[config.mk]
export PLATFORM = sky130hd
export DESIGN_NAME = otter_ifetch
export DESIGN_NICKNAME = d
export VERILOG_FILES = /design/src/rtl/otter_ifetch.sv
export SDC_FILE = /design/constraint.sdc
export NUM_CORES = 1
export LEC_CHECK = 0
export ABC_AREA = 1
export BUFFER_PORTS_ARGS = -buffer_cell sky130_fd_sc_hd__buf_2
export CAP_MARGIN = 15
export CORE_ASPECT_RATIO = 1.2
export CORE_MARGIN = 2
export CORE_UTILIZATION = 51
export DETAILED_ROUTE_END_ITERATION = 10
export PLACE_DENSITY_LB_ADDON = 0.12
export RECOVER_POWER = 25
export SETUP_SLACK_MARGIN = 0.1
export SLEW_MARGIN = 10
export SYNTH_ARGS = -nofsm -noshare
export SYNTH_HDL_FRONTEND = slang
export SYNTH_SLANG_ARGS = --single-unit
[constraint.sdc]
create_clock -name clk -period 7.1 [get_ports clk]
set_clock_uncertainty 0.2 [all_clocks]
set_input_delay 0.355 -clock clk [delete_from_list [all_inputs] [get_ports clk]]
set_output_delay 0.355 -clock clk [all_outputs]
set_load 0.02 [all_outputs]
[src/rtl/otter_ifetch.sv]
// Instruction fetch stage: issues one memory read per PC request, holds the fetched word for decode.
// Optional OTTER_IFETCH_ALIGN_CHECK_EN: misaligned fetches raise fault instead of issuing a read.
module otter_ifetch #(
    parameter int unsigned TIMEOUT = 64
) (
    input  logic        clk,
    input  logic        rst,
    input  logic [31:0] pc_addr,
    input  logic        pc_valid,
    output logic        pc_ready,
    input  logic        flush,
    output logic        mem_req,
    output logic [31:0] mem_addr,
    input  logic        mem_rvalid,
    input  logic [31:0] mem_rdata,
    output logic [31:0] ir,
    output logic [31:0] ir_addr,
    output logic        ir_valid,
    input  logic        ir_ready,
    output logic        fault,
    input  logic        fault_clr
);

    typedef enum logic [1:0] {S_IDLE, S_WAIT, S_HOLD, S_DRAIN} state_t;

    localparam logic [15:0] TIMEOUT_M1 = 16'(TIMEOUT - 1);

    state_t      r_state;
    logic        r_mem_req;
    logic [31:0] r_mem_addr;
    logic [31:0] r_ir;
    logic [31:0] r_ir_addr;
    logic        r_ir_valid;
    logic        r_fault;
    logic [15:0] r_cnt;

    state_t      w_state_next;
    logic        w_mem_req_next;
    logic [31:0] w_mem_addr_next;
    logic [31:0] w_ir_next;
    logic [31:0] w_ir_addr_next;
    logic        w_ir_valid_next;
    logic        w_fault_set;
    logic [15:0] w_cnt_next;
    logic        w_pc_ready;
    logic        w_issue;
    logic        w_timeout;
    logic        w_misaligned;

`ifdef OTTER_IFETCH_ALIGN_CHECK_EN
    assign w_misaligned = |pc_addr[1:0];
`else
    logic w_unused_lsb;
    assign w_unused_lsb = ^pc_addr[1:0];
    assign w_misaligned = 1'b0;
`endif

    assign w_timeout = (r_cnt == TIMEOUT_M1);

    always_comb begin
        w_state_next    = r_state;
        w_mem_req_next  = 1'b0;
        w_mem_addr_next = r_mem_addr;
        w_ir_next       = r_ir;
        w_ir_addr_next  = r_ir_addr;
        w_ir_valid_next = r_ir_valid;
        w_fault_set     = 1'b0;
        w_cnt_next      = (mem_rvalid || r_cnt == 16'hFFFF) ? r_cnt : r_cnt + 16'd1;
        w_pc_ready      = 1'b0;
        w_issue         = 1'b0;

        case (r_state)
            S_IDLE: begin
                // A redirect wins over a request arriving in the same cycle.
                w_pc_ready = !flush;
                w_issue    = !flush && pc_valid;
            end
            S_WAIT: begin
                if (flush) begin
                    w_state_next = mem_rvalid ? S_IDLE : S_DRAIN;
                    w_cnt_next   = 16'd0;
                end else if (mem_rvalid) begin
                    w_ir_next       = mem_rdata;
                    w_ir_valid_next = 1'b1;
                    w_state_next    = S_HOLD;
                end else if (w_timeout) begin
                    w_fault_set  = 1'b1;
                    w_state_next = S_IDLE;
                end
            end
            S_HOLD: begin
                if (flush) begin
                    w_ir_valid_next = 1'b0;
                    w_state_next    = S_IDLE;
                end else if (ir_ready) begin
                    w_ir_valid_next = 1'b0;
                    w_pc_ready      = 1'b1;
                    w_issue         = pc_valid;
                    w_state_next    = S_IDLE;
                end
            end
            S_DRAIN: begin
                if (mem_rvalid) begin
                    w_state_next = S_IDLE;
                end else if (w_timeout) begin
                    w_fault_set  = 1'b1;
                    w_state_next = S_IDLE;
                end
            end
            default: w_state_next = S_IDLE;
        endcase

        if (w_issue) begin
            if (w_misaligned) begin
                w_fault_set  = 1'b1;
                w_state_next = S_IDLE;
            end else begin
                w_mem_req_next  = 1'b1;
                w_mem_addr_next = {pc_addr[31:2], 2'b00};
                w_ir_addr_next  = {pc_addr[31:2], 2'b00};
                w_cnt_next      = 16'd0;
                w_state_next    = S_WAIT;
            end
        end
    end

    always_ff @(posedge clk or posedge rst) begin
        if (rst) begin
            r_state    <= S_IDLE;
            r_mem_req  <= 1'b0;
            r_mem_addr <= 32'd0;
            r_ir       <= 32'd0;
            r_ir_addr  <= 32'd0;
            r_ir_valid <= 1'b0;
            r_fault    <= 1'b0;
            r_cnt      <= 16'd0;
        end else begin
            r_state    <= w_state_next;
            r_mem_req  <= w_mem_req_next;
            r_mem_addr <= w_mem_addr_next;
            r_ir       <= w_ir_next;
            r_ir_addr  <= w_ir_addr_next;
            r_ir_valid <= w_ir_valid_next;
            // A new fault outranks a simultaneous clear.
            r_fault    <= w_fault_set || (r_fault && !fault_clr);
            r_cnt      <= w_cnt_next;
        end
    end

    assign pc_ready = w_pc_ready;
    assign mem_req  = r_mem_req;
    assign mem_addr = r_mem_addr;
    assign ir       = r_ir;
    assign ir_addr  = r_ir_addr;
    assign ir_valid = r_ir_valid;
    assign fault    = r_fault;

endmodule

==> results.json <==
{
  "worstSetupStartpoint": "r_state[0]",
  "period_share_pct": 33.9,
  "crit_slowest_cell": "inv_1",
  "peakVddDrop_mv": 0.310,
  "reg2reg_depth": 6,
  "tightest_slew_ns": 1.00,
  "dieArea_mm2": 0.00843,
  "grt_pass1_vias": 3519,
  "critical_path.max_stage_delay_ns": 0.73,
  "ctsResizeCount": 0,
  "synth-seq-cells": 83,
  "netlist_instances": 506,
  "netlist_area_mm2": 0.00393,
  "rsz0062_at_grt": "false",
  "place_area_mm2": 0.00457,
  "via_per_inst": 4.78,
  "syn2layout_area_growth_pct": 34.3,
  "avgSynthCellArea_um2": 7.77,
  "grt_max_degree": 84,
  "arrival_ns": 2.49,
  "numPortBuffers": 164,
  "wirelength_mm": 9.64,
  "dieHeight_um": 100,
  "cpMostUsedCell": "nand2_1",
  "fmax_mhz": 416,
  "synth_fa_ha_area_share_pct": 0.318,
  "synth_edf_count": 0,
  "synth_flop_cell": "dfrtp_1",
  "cp_max_fo": 31,
  "clock-root-buffer": "clkbuf_8",
  "cts_htree_levels": 3,
  "endpoint": "mem_addr[12]",
  "reg2reg_from": "r_state[0]",
  "grt_util_met3_pct": 5.84,
  "synth_compound_area_share_pct": 2.52,
  "drive_gt1_share_pct": 27.1,
  "critPathKind": "reg -> reg",
  "crit_chain": "nor2_1 -> nand3_1 -> buf_4 -> inv_1 -> nand2_1 -> nand2_1",
  "die_w_um": 84.1,
  "cts.sinks": 83,
  "wl_per_cell_um": 12.3,
  "required_ns": 7.19,
  "drc": 0,
  "setup_tns_ns": 0,
  "setup_viol": 0,
  "fp.coreArea_mm2": 0.00758,
  "grtUsageMet2_pct": 38.4,
  "hold_buffers": 47,
  "antenna_cells": 0,
  "total_leakage_power_nw": 3.01,
  "route.vias.total": 3732,
  "path_clk_slew_ns": 0.08,
  "reg2reg_to": "mem_addr[12]",
  "rrSetupSlack_ns": 4.70,
  "clk_latency_ns": 0.35,
  "antenna_found_initial": 0,
  "busiest_layer": "met2",
  "start_kind": "flop",
  "grt_pass1_wl_mm": 16.0,
  "cts_setup_buffers": 0,
  "maxSlewHeadroom_pct": 33.3,
  "synthMuxAreaShare_pct": 0,
  "seq_area_frac_synth_pct": 52.8,
  "p_per_area_mw_per_mm2": 417,
  "antenna_left": 0,
  "worstSetupEndpointType": "flop",
  "synthArstFlopShare_pct": 100,
  "drtIter0Drc": 175,
  "dr.pass1.iters": 4,
  "place_congestion": 0.901,
  "ys_types": 23,
  "design_area_mm2": 0.00528,
  "fin_nets": 757,
  "cts_buffer_depth": 2,
  "synth_xor_area_share_pct": 1.34,
  "synth_top_family_by_area": "simple AND/OR/NAND/NOR gates",
  "cts_tree": "yes",
  "start_util_pct": 51.9,
  "status": "completed",
  "min_period_ns": 2.40,
  "ys_warn_count": 0,
  "grt-ovfl-total": 0,
  "numCtsBuffers": 9,
  "fp-row-count": 35,
  "synthSimpleGateAreaFrac_pct": 31.6,
  "use_met1_pct": 30.2,
  "hold_class": "in -> reg",
  "hold_violations": 0,
  "dp.final_hpwl_mm": 6.19,
  "max_cap_violations": 0,
  "grt_use_total_pct": 23.4,
  "drv_slew": 0,
  "pin_count": 171
}
-- power breakdown --
part,total (mW),internal (mW),switching (mW)
registers,0.827,0.674,0.153
logic,0.966,0.325,0.641
clock network,0.409,0.242,0.166
-- area by class of cell --
type | instances | area (um^2)
Multi-Input combinational cell | 348 | 1420
Clock buffer | 11 | 141
Fill cell | 596 | 2300
Inverter | 29 | 110
Sequential cell | 83 | 2080
Clock inverter | 4 | 98.8
Timing Repair Buffer | 214 | 1310
Tap cell | 92 | 115
-- through the flow --
stage	hold slack, ns	std cells	setup WS, ns	total power, mW	utilization (%)
3_5_place_dp	0.254	719	4.55	1.78	60.3
6_report	0.00986	781	4.70	2.20	69.7
2_1_floorplan	0.254	509	4.41	1.54	-
5_1_grt	0.000984	781	4.35	2.36	69.7
3_3_place_gp	0.249	719	4.63	1.75	60.3
4_1_cts	0.00121	781	4.47	2.21	69.6
-- sequential cells by signal (all words and copies together) (netlist names) --
| signal | count |
|---|---|
| fault | 1 |
| ir | 32 |
| ir_valid | 1 |
| mem_addr | 30 |
| mem_req | 1 |
| r_cnt | 16 |
| r_state | 2 |
-- cells by family after synthesis --
| group | count (synthesis) |
|---|---|
| AO/OA/AOI/OAI | 18 |
| flip-flops | 83 |
| AND/OR/NAND/NOR | 319 |
| buffers and inverters | 78 |
| other | 1 |
| adder cells (fa/ha/maj) | 1 |
| XOR/XNOR | 6 |
-- Yosys cell counts (2+ instances only) --
master | number | area [um^2]
buf_4 | 34 | 255
inv_1 | 27 | 101
nand4_1 | 8 | 50.1
inv_2 | 2 | 7.51
clkbuf_1 | 6 | 22.5
nand3_1 | 15 | 75.1
o22ai_1 | 2 | 12.5
a21oi_1 | 3 | 15.0
buf_2 | 7 | 35.0
o21ai_1 | 5 | 25.0
buf_6 | 2 | 22.5
nand2_1 | 252 | 946
nor2_1 | 42 | 158
o21ai_0 | 6 | 30.0
dfrtp_1 | 83 | 2080
xor2_1 | 5 | 43.8
-- critical path, delay by kind of cell, from the launching register on --
family | cells | cell delay, ns
DFF | 1 | 0.44
and+or+nand+nor | 4 | 0.63
buffers and inverters | 2 | 1.05
-- how the worst min path moves through the flow --
| stage | end | cells past startpoint | startpoint |
|---|---|---|---|
| 2_1_floorplan | fault | 1 | fault_clr |
| 3_3_place_gp | ir[18] | 2 | ir[18] |
| 3_5_place_dp | ir[16] | 2 | ir[16] |
| 4_1_cts | ir[31] | 3 | mem_rdata[31] |
| 5_1_grt | ir[22] | 3 | mem_rdata[22] |
| 6_report | mem_addr[20] | 3 | pc_addr[20] |
-- cell usage in the layout (no fill, tap or decap) --
cell,instances
a21boi_0,1
o21ai_2,1
nor2_1,41
inv_1,26
ha_1,1
xnor2_1,1
clkbuf_1,2
conb_1,4
a21oi_1,3
nand4_1,8
xor2_1,5
inv_2,2
buf_2,163
o22ai_1,2
nor2_2,2
clkbuf_8,10
dfrtp_1,83
dlygate4sd3_1,47
nand2_2,1
o21ai_1,5
o21ai_0,6
clkinvlp_2,1
buf_4,3
bufinv_16,3
nand2_1,252
clkinv_4,1
nand3_1,15
-- per-layer routing --
layer	routed length, um	part of all wire [%]
met1	3940	41
met4	186	1.9
met5	0	0
met3	591	6.1
met2	4920	51
Note: power is estimated with default switching activity, not from simulation.
